File: src/rtl/fifo_rd_stream_adapter_pkg.sv
// Shared constants for the FIFO read-side stream adapter.
// FIFO geometry and AXI burst length encoding (beats = len + 1).
package fifo_rd_stream_adapter_pkg;
    localparam int DATA_WIDTH    = 32;
    localparam int FIFO_RD_LAT   = 2;
    localparam int AXI_LEN_WIDTH = 8;
    localparam int AXI_MAX_BEATS = 1 << AXI_LEN_WIDTH;
    localparam int OUT_BUF_DEPTH = 2;
endpackage

File: src/rtl/fifo_rd_stream_adapter_if.sv
// FIFO read port plus outgoing valid/ready stream of the adapter.
// master = adapter side, slave = FIFO/sink environment side.
interface fifo_rd_stream_adapter_if #(
    parameter int WIDTH     = 32,
    parameter int LEN_WIDTH = 8
);
    logic                 fifo_rd_en_o;
    logic [WIDTH-1:0]     fifo_rdata_i;
    logic                 fifo_empty_i;
    logic [LEN_WIDTH-1:0] burst_len_i;
    logic                 m_valid_o;
    logic                 m_ready_i;
    logic [WIDTH-1:0]     m_data_o;
    logic                 m_last_o;
    logic                 busy_o;

    modport master (
        output fifo_rd_en_o, m_valid_o, m_data_o, m_last_o, busy_o,
        input  fifo_rdata_i, fifo_empty_i, burst_len_i, m_ready_i
    );

    modport slave (
        input  fifo_rd_en_o, m_valid_o, m_data_o, m_last_o, busy_o,
        output fifo_rdata_i, fifo_empty_i, burst_len_i, m_ready_i
    );
endinterface

File: src/rtl/fifo_rd_stream_adapter_stream_out_buf.sv
// Circular output buffer holding words returned by the FIFO.
// Head entry is presented directly as stream data.
module stream_out_buf
    import fifo_rd_stream_adapter_pkg::*;
#(
    parameter int WIDTH = DATA_WIDTH,
    parameter int DEPTH = OUT_BUF_DEPTH,
    localparam int CW   = $clog2(DEPTH + 1),
    localparam int PW   = (DEPTH > 1) ? $clog2(DEPTH) : 1
) (
    input  logic             clk,
    input  logic             rst,
    input  logic             wr_en,
    input  logic [WIDTH-1:0] wr_data,
    input  logic             rd_en,
    output logic [WIDTH-1:0] rd_data,
    output logic [CW-1:0]    count
);
    logic [WIDTH-1:0] mem [DEPTH];
    logic [PW-1:0]    head;
    logic [PW-1:0]    tail;

    function automatic logic [PW-1:0] nxt(input logic [PW-1:0] p);
        return (p == PW'(DEPTH - 1)) ? '0 : p + 1'b1;
    endfunction

    assign rd_data = mem[head];

    always_ff @(posedge clk) begin
        if (rst) begin
            head  <= '0;
            tail  <= '0;
            count <= '0;
            for (int i = 0; i < DEPTH; i++) mem[i] <= '0;
        end else begin
            if (wr_en) begin
                mem[tail] <= wr_data;
                tail      <= nxt(tail);
            end
            if (rd_en) head <= nxt(head);
            case ({wr_en, rd_en})
                2'b10:   count <= count + 1'b1;
                2'b01:   count <= count - 1'b1;
                default: count <= count;
            endcase
        end
    end
endmodule

File: src/rtl/fifo_rd_stream_adapter.sv
// Pops a 2-cycle-latency FIFO and frames the words as a burst stream.
// Pop control and beat/last framing live here; storage is stream_out_buf.
module fifo_rd_stream_adapter
    import fifo_rd_stream_adapter_pkg::*;
#(
    parameter int WIDTH     = DATA_WIDTH,
    parameter int BUF_DEPTH = OUT_BUF_DEPTH,
    parameter int LEN_WIDTH = AXI_LEN_WIDTH
) (
    input logic                      clk_i,
    input logic                      rst_i,
    fifo_rd_stream_adapter_if.master bus
);
    localparam int CW = $clog2(BUF_DEPTH + 1);
    localparam int SW = CW + 1;

    logic                 pop_d1;
    logic                 pop_d2;
    logic [CW-1:0]        buf_count;
    logic [SW-1:0]        resv;
    logic                 valid;
    logic                 hs;
    logic                 last;
    logic [LEN_WIDTH-1:0] beat_cnt;
    logic [LEN_WIDTH-1:0] len_q;
    logic [LEN_WIDTH-1:0] eff_len;

    // The empty flag is stale right after a pop, so never pop twice in a row.
    assign resv = SW'(buf_count) + SW'(pop_d2);
    assign bus.fifo_rd_en_o = !rst_i && !bus.fifo_empty_i && !pop_d1
                              && (resv < SW'(BUF_DEPTH));

    assign valid   = (buf_count != '0);
    assign hs      = valid && bus.m_ready_i;
    assign eff_len = (beat_cnt == '0) ? bus.burst_len_i : len_q;
    assign last    = valid && (beat_cnt == eff_len);

    assign bus.m_valid_o = valid;
    assign bus.m_last_o  = last;
    assign bus.busy_o    = pop_d1 | pop_d2 | valid;

    always_ff @(posedge clk_i) begin
        if (rst_i) begin
            pop_d1   <= 1'b0;
            pop_d2   <= 1'b0;
            beat_cnt <= '0;
            len_q    <= '0;
        end else begin
            pop_d1 <= bus.fifo_rd_en_o;
            pop_d2 <= pop_d1;
            if (hs) begin
                if (beat_cnt == '0) len_q <= bus.burst_len_i;
                beat_cnt <= last ? '0 : beat_cnt + 1'b1;
            end
        end
    end

    stream_out_buf #(
        .WIDTH (WIDTH),
        .DEPTH (BUF_DEPTH)
    ) u_buf (
        .clk     (clk_i),
        .rst     (rst_i),
        .wr_en   (pop_d2),
        .wr_data (bus.fifo_rdata_i),
        .rd_en   (hs),
        .rd_data (bus.m_data_o),
        .count   (buf_count)
    );
endmodule
File: src/flat_wrapper.sv
// flat-port wrapper written by rule: the top's interface ports become plain ports
module fifo_rd_stream_adapter_flat import fifo_rd_stream_adapter_pkg::*;
#(
    parameter int WIDTH     = DATA_WIDTH,
    parameter int BUF_DEPTH = OUT_BUF_DEPTH,
    parameter int LEN_WIDTH = AXI_LEN_WIDTH
)
  (clk_i, rst_i, bus_fifo_rd_en_o, bus_m_valid_o, bus_m_data_o, bus_m_last_o, bus_busy_o, bus_fifo_rdata_i, bus_fifo_empty_i, bus_burst_len_i, bus_m_ready_i);
  fifo_rd_stream_adapter_if #(.WIDTH(WIDTH), .LEN_WIDTH(LEN_WIDTH)) bus_i ();
  input logic clk_i;
  input logic rst_i;
  output wire logic [$bits(bus_i.fifo_rd_en_o)-1:0] bus_fifo_rd_en_o;
  output wire logic [$bits(bus_i.m_valid_o)-1:0] bus_m_valid_o;
  output wire logic [$bits(bus_i.m_data_o)-1:0] bus_m_data_o;
  output wire logic [$bits(bus_i.m_last_o)-1:0] bus_m_last_o;
  output wire logic [$bits(bus_i.busy_o)-1:0] bus_busy_o;
  input wire logic [$bits(bus_i.fifo_rdata_i)-1:0] bus_fifo_rdata_i;
  input wire logic [$bits(bus_i.fifo_empty_i)-1:0] bus_fifo_empty_i;
  input wire logic [$bits(bus_i.burst_len_i)-1:0] bus_burst_len_i;
  input wire logic [$bits(bus_i.m_ready_i)-1:0] bus_m_ready_i;
  assign bus_fifo_rd_en_o = bus_i.fifo_rd_en_o;
  assign bus_m_valid_o = bus_i.m_valid_o;
  assign bus_m_data_o = bus_i.m_data_o;
  assign bus_m_last_o = bus_i.m_last_o;
  assign bus_busy_o = bus_i.busy_o;
  assign bus_i.fifo_rdata_i = bus_fifo_rdata_i;
  assign bus_i.fifo_empty_i = bus_fifo_empty_i;
  assign bus_i.burst_len_i = bus_burst_len_i;
  assign bus_i.m_ready_i = bus_m_ready_i;
  fifo_rd_stream_adapter #(.WIDTH(WIDTH), .BUF_DEPTH(BUF_DEPTH), .LEN_WIDTH(LEN_WIDTH)) u_core (.clk_i(clk_i), .rst_i(rst_i), .bus(bus_i));
endmodule
File: config.mk
export PLATFORM = sky130hd
export DESIGN_NAME = fifo_rd_stream_adapter_flat
export DESIGN_NICKNAME = d
export VERILOG_FILES = /design/src/rtl/fifo_rd_stream_adapter_pkg.sv /design/src/rtl/fifo_rd_stream_adapter_if.sv /design/src/rtl/fifo_rd_stream_adapter_stream_out_buf.sv /design/src/rtl/fifo_rd_stream_adapter.sv /design/src/flat_wrapper.sv
export SDC_FILE = /design/constraint.sdc
export NUM_CORES = 1
export LEC_CHECK = 0
export CORE_UTILIZATION = 55
export CTS_CLUSTER_DIAMETER = 100
export CTS_CLUSTER_SIZE = 8
export DETAILED_ROUTE_END_ITERATION = 10
export HOLD_SLACK_MARGIN = 0.08
export PLACE_DENSITY = 0.84
export RECOVER_POWER = 25
export SYNTH_ARGS = -nofsm -noshare
export SYNTH_HDL_FRONTEND = slang
export SYNTH_HIERARCHICAL = 1
export SYNTH_SLANG_ARGS = --single-unit
File: constraint.sdc
create_clock -name clk_i -period 4.3 [get_ports clk_i]
set_clock_uncertainty 0.15 [all_clocks]
set_input_delay 0.43 -clock clk_i [delete_from_list [all_inputs] [get_ports clk_i]]
set_output_delay 0.43 -clock clk_i [all_outputs]
set_load 0.005 [all_outputs]
After elaboration in Yosys (flattened, before gate mapping). Memory sizes are Yosys's and may differ from the RTL's. A register that Yosys moved wholly into a read port is not among the register bits. Cells that the tools add are included.

Register bits after elaboration: 22. Bits in writable memories: 64. Output and inout bits: 36. Word-level logic and storage cells: 47. Memories kept: 1.

$add $sub $neg: 6. Magnitude comparators: 1. Equal/unequal tests: 3. Mux-type cells: 15. Bitwise gates (word level): 2. Reduce and logical (&&, ||, !) cells: 12.

Memories: u_core.u_buf.mem (words 2, width 32, read ports 1, clocked after memory_dff 1, wr ports 2, RTL line fifo_rd_stream_adapter_stream_out_buf.sv:19) `logic [WIDTH-1:0] mem [DEPTH];`.

Operators with widths (count): 32-bit two-way mux (1); 32-bit OR reduction (1); 8-bit two-way mux (2); 1-bit two-way mux (11); 8-bit by 1-bit adder with 8-bit output (second input constant) (1); 8-bit == test (1); 8-bit logical NOT (1); 1-bit logical AND (5); 2-bit one-hot mux with 2 select lines (1); 2-bit nonzero test (2); 2-bit by 1-bit adder with 3-bit output (1); 1-bit logical NOT (3); 3-bit by 2-bit less-than comparator with 1-bit output (second input constant) (1); 1-bit adder (second input constant) (2); 2-bit by 1-bit adder with 2-bit output (second input constant) (1); 2-bit by 1-bit == test with 1-bit output (second input constant) (1); 2-bit == test (second input constant) (1); 1-bit bitwise OR (2); 2-bit by 1-bit subtractor with 2-bit output (second input constant) (1).

Longest topological paths before layout.
Depth in word-level cells: 5. Mapped depth: 7.

Cells and area by module. Netlist, hierarchy kept.

By module, submodules not included: stream_out_buf (instances 1, cells an instance 229, area an instance 3000.4 sq um); fifo_rd_stream_adapter (instances 1, cells an instance 116, area an instance 1022.2 sq um).

Worst setup path before layout. OpenSTA, ideal clock, no wires.

Path type: reg2out. From: register u_core.beat_cnt[0]. To: output port bus_m_last_o. Arrival time: 1643 ps. Required time: 3720 ps. Path slack: 2077 ps. Stages on the path, launching flop included: 7. Buffers on the path: 0. Cells stage by stage: dfxtp_1 > inv_1 > ha_1 > or4b_1 > nor4_4 > or4_4 > a21oi_1.

Word-level cells in the longest chain between the ends: 4.

RTL lines: from (decl) (RTL line fifo_rd_stream_adapter.sv:24) `logic [LEN_WIDTH-1:0] beat_cnt;`; from (signal assigned) (RTL line fifo_rd_stream_adapter.sv:53) `beat_cnt <= last ? '0 : beat_cnt + 1'b1;`; 8-bit logical NOT (RTL line fifo_rd_stream_adapter.sv:35) `assign eff_len = (beat_cnt == '0) ? bus.burst_len_i : len_q;`; 8-bit two-way mux (RTL line fifo_rd_stream_adapter.sv:35); 8-bit == test (*) (RTL line fifo_rd_stream_adapter.sv:36) `assign last = valid && (beat_cnt == eff_len);`; 1-bit logical AND (*) (RTL line fifo_rd_stream_adapter.sv:36); to (decl) (RTL line flat_wrapper.sv:15) `output wire logic [$bits(bus_i.m_last_o)-1:0] bus_m_last_o;`.

Mark *: on every way between the ends. The rest lies on a longest branch, timed or not.

Worst setup path after layout. Same ends and word-level chain as after synthesis.

==> impl_metrics.py <==
metrics = {
    "finish": {
        "finish.net_count": 471,
        "final_layout_size_suffix_gt1_share_pct": 13.5,
        "area_delta_synth_final_pct": 25.7,
        "fillerInstances": 486,
        "final-instance-count-excl-fill": 525,
        "insertedDiodeCount": 0,
    },
    "critical_path": {
        "crit_path_cell_chain": "inv_1 -> ha_1 -> or4b_1 -> nor4_4 -> or4_4 -> a21oi_1 -> clkdlybuf4s50_1",
        "critical_path.max_fanout": 7,
        "worstReg2RegStart": "u_core/beat_cnt[1]$_SDFFE_PP0P_",
        "r2r_slack_ns": 1.86,
        "reg2reg_to": "u_core/beat_cnt[4]$_SDFFE_PP0P_",
        "arrival_ns": 2.63,
        "worst_path_max_delay_cell": "sky130_fd_sc_hd__or4_4",
        "worstRegToRegCells": 7,
        "startpoint_type": "register",
        "cp.required_ns": 3.72,
        "criticalPathCategory": "reg2out",
        "crit_buf_inv": 2,
        "critical-path-top-delay-family": "simple AND/OR/NAND/NOR gates",
        "worstSetupEndpointType": "output pin",
        "worst_path_largest_cell_delay_ns": 0.58,
    },
    "die": {
        "pin_count": 80,
        "placement_rows": 30,
        "die_area_um2": 7660,
        "start_util_pct": 57.9,
        "core_area_um2": 6940,
        "height_of_the_die_um": 87.5,
        "chipWidth_um": 87.5,
    },
    "clock_network": {
        "post_cts_hold_buffer_count": 0,
        "cts.repair_timing.setup_buffer_count": 0,
        "tritoncts": "yes",
        "cts_max_level": 3,
        "insertion_delay_of_the_later_clocked_pin_in_the_worst_skew_pair_ns": 0.35,
        "postCtsResizedCells": 0,
        "cts.reportedPaths.clkPinSlew_ns": 0.09,
        "cts_num_sinks": 87,
        "cts-root-to-sink-buffers": 2,
        "clock-root-buffer": "sky130_fd_sc_hd__clkbuf_8",
        "cts-buffers-inserted": 9,
    },
    "synth": {
        "async_reset_ff_share_pct": 0,
        "synth_enable_flop_cells": 64,
        "synth.yosys.warnings": 6,
        "postSynthCellCount": 345,
        "post_synth_main_area_contributors": "sky130_fd_sc_hd__edfxtp_1 (48%), sky130_fd_sc_hd__dfxtp_1 (11%), sky130_fd_sc_hd__mux2_2 (8.4%), sky130_fd_sc_hd__nor2_1 (7.2%), sky130_fd_sc_hd__nand2b_1 (5.9%)",
        "synth.ff_latch_count": 87,
        "synth_most_common_cell": "sky130_fd_sc_hd__nor2_1",
        "area_share_of_the_leading_cell_type_in_the_synthesized_netlist_pct": 47.8,
        "synth.largest_area_cell": "sky130_fd_sc_hd__edfxtp_1",
        "yosys.cell_types.count": 41,
        "mappedNetlistNets": 392,
        "netlist_top_cells_count": "sky130_fd_sc_hd__nor2_1 (77), sky130_fd_sc_hd__edfxtp_1 (64), sky130_fd_sc_hd__nand2b_1 (38)",
        "post_synth_instance_area_um2": 4020,
        "dominantRegCellSynth": "sky130_fd_sc_hd__edfxtp_1",
        "syn_area_cell_um2": 11.7,
        "synth_sequential_area_ratio_pct": 59.2,
    },
    "sta": {
        "setup-violations-final": 0,
        "max_freq_mhz": 311,
        "worst_slew_margin_relative_to_its_limit_pct": -47.1,
        "min_period_ns": 3.21,
        "rsz0062_at_grt": "no",
        "worst_slew_pin_slew_ns": 2.21,
        "finalMaxSlewViolations": 59,
        "finalCritPeriodShare_pct": 74.7,
        "number_of_failing_hold_endpoints_at_the_final_stage": 0,
        "hold_slack_ns": 0.202,
        "worst_slack_ns": 1.09,
        "totalNegativeSetupSlack_ns": 0,
    },
    "grt": {
        "antenna_found_initial": 0,
        "grt_use_met3_pct": 4.17,
        "globalRouteMet2Util_pct": 39.1,
        "grt_max_degree": 59,
        "grt_most_used_layer": "met2",
        "grt_pass1_vias": 2748,
        "congestion_overflow_gr": 0,
        "first_pass_grt_wire_length_um": 12700,
        "gr-usage-all-layers_pct": 22.6,
        "met1_usage_grt_pct": 27.7,
    },
    "status": {
        "run_status": "complete, but fails checks",
        "failing_checks": "max-capacitance violations, max-slew violations",
    },
    "route": {
        "detail_route.iter0.violations": 136,
        "detail_route.first_pass.iterations": 4,
        "ant_nets": 0,
        "routed_wirelength_um": 8130,
        "dr_total_vias": 2785,
        "via_to_cell_ratio": 5.30,
        "post-route-drc-count": 0,
        "detailed_route_wire_length_per_cell_um": 15.5,
    },
    "placement": {
        "port_buffers": 79,
        "weighted_congestion_at_the_end_of_routability_driven_global_placement": 0.886,
        "post-place-cells": 509,
        "place_hpwl_um": 5320,
        "pre_cts_ws_ns": 1.48,
    },
    "pwr": {
        "p_int_mw": 1.37,
        "cellLeakagePower_nw": 1.84,
        "vdd_drop_max_v": 0.000224,
        "p_comb_share_pct": 19.7,
        "clkPwrFrac_pct": 27.7,
        "power.switching_fraction_pct": 25.6,
        "p_sw_uw": 470,
        "relative_contribution_of_sequential_cells_to_total_power_pct": 52.7,
        "cellPowerDensity_nw_per_um2": 363,
    },
    "min_path": {
        "whs_endpoint": "u_core/pop_d1$_SDFF_PP0_",
        "hold_path.startpoint": "rst_i",
        "path_class_of_the_lowest_slack_min_delay_path": "in2reg",
        "hold-path-cell-count": 3,
    },
    "job": {
        "max_cap_viol": 1,
    },
}
-- layer usage --
layer | wire length [µm] | vias up
li1 | - | 1353
met1 | 3440 | 1348
met2 | 4150 | 73
met3 | 422 | 11
met4 | 117 | 0
met5 | 0 | -
-- logic make-up after synthesis --
group	Yosys count	synth area share, %
buffers and inverters	27	3.05
adder cells (fa/ha/maj)	3	0.933
multiplexers	40	10.9
XOR/XNOR	11	2.40
AND/OR/NAND/NOR	162	20.7
flip-flops	87	59.2
AO/OA/AOI/OAI	15	2.74
-- through the flow --
stage | area [µm²] | util [%] | total power, mW
final | 5060 | 72.8 | 1.84
after global routing | 5060 | 72.8 | 1.91
after CTS | 5060 | 72.9 | 1.85
after detailed placement | 4890 | 70.4 | 1.35
after global placement | 4890 | 70.4 | 1.34
after floorplan | 4020 | - | 1.18
-- worst max-delay path by stage --
stage                                    startpoint            to  slack, ns  cells past startpoint
finish              u_core/beat_cnt[0]$_SDFFE_PP0P_  bus_m_last_o       1.09                      7
global route        u_core/beat_cnt[0]$_SDFFE_PP0P_  bus_m_last_o       0.95                      7
CTS                 u_core/beat_cnt[0]$_SDFFE_PP0P_  bus_m_last_o       1.07                      7
detailed placement  u_core/beat_cnt[0]$_SDFFE_PP0P_  bus_m_last_o       1.48                      7
global placement    u_core/beat_cnt[1]$_SDFFE_PP0P_  bus_m_last_o       1.46                      7
floorplan           u_core/beat_cnt[0]$_SDFFE_PP0P_  bus_m_last_o       2.08                      6
-- worst reg2reg max path, cell delays in order, from the launching register on --
cell and delay (ns):
sky130_fd_sc_hd__dfxtp_1 0.38, sky130_fd_sc_hd__inv_1 0.11, sky130_fd_sc_hd__ha_1 0.14, sky130_fd_sc_hd__or4b_1 0.48, sky130_fd_sc_hd__nor4_4 0.28, sky130_fd_sc_hd__nand4_2 0.19
sky130_fd_sc_hd__a211oi_4 0.41, sky130_fd_sc_hd__nor3_1 0.09
-- power groups by stage --
| stage | combinational (mW) | clock (mW) | sequential, mW |
|---|---|---|---|
| floorplan | 0.199 | 0 | 0.980 |
| global placement | 0.358 | 0 | 0.983 |
| detailed placement | 0.361 | 0 | 0.987 |
| CTS | 0.364 | 0.519 | 0.967 |
| global route | 0.390 | 0.551 | 0.974 |
| finish | 0.361 | 0.508 | 0.967 |
-- layout make-up --
type	instances	area [µm²]	share of cell area [%]
Clock inverter	6	45.0	0.891
Inverter	10	37.5	0.742
Multi-Input combinational cell	231	1520	30.0
Clock buffer	10	128	2.52
Sequential cell	87	2380	47.1
Tap cell	96	120	2.38
Timing Repair Buffer	85	827	16.4
-- sequential cells by signal, summed over array words and instances, names as in the netlist, named ones only --
| name | flops |
|---|---|
| u_core/beat_cnt | 8 |
| u_core/u_buf/tail | 1 |
| u_core/u_buf/count | 2 |
| u_core/u_buf/mem | 64 |
| u_core/len_q | 8 |
| u_core/pop_d2 | 1 |
| u_core/u_buf/head | 1 |
| u_core/pop_d1 | 1 |
-- placed cells by master, fill, tap and decap left out, types with 6 or more instances in the layout --
cell type / count
sky130_fd_sc_hd__xnor2_1: 8
sky130_fd_sc_hd__mux2_2: 30
sky130_fd_sc_hd__clkdlybuf4s50_1: 77
sky130_fd_sc_hd__inv_1: 9
sky130_fd_sc_hd__a21oi_1: 6
sky130_fd_sc_hd__dfxtp_1: 23
sky130_fd_sc_hd__edfxtp_1: 64
sky130_fd_sc_hd__nor2b_1: 10
sky130_fd_sc_hd__mux2i_1: 8
sky130_fd_sc_hd__nand2_1: 6
sky130_fd_sc_hd__clkbuf_8: 9
sky130_fd_sc_hd__nor3_1: 8
sky130_fd_sc_hd__nor2_1: 77
sky130_fd_sc_hd__nand2b_1: 38
Power figures use the tool's default switching activity.
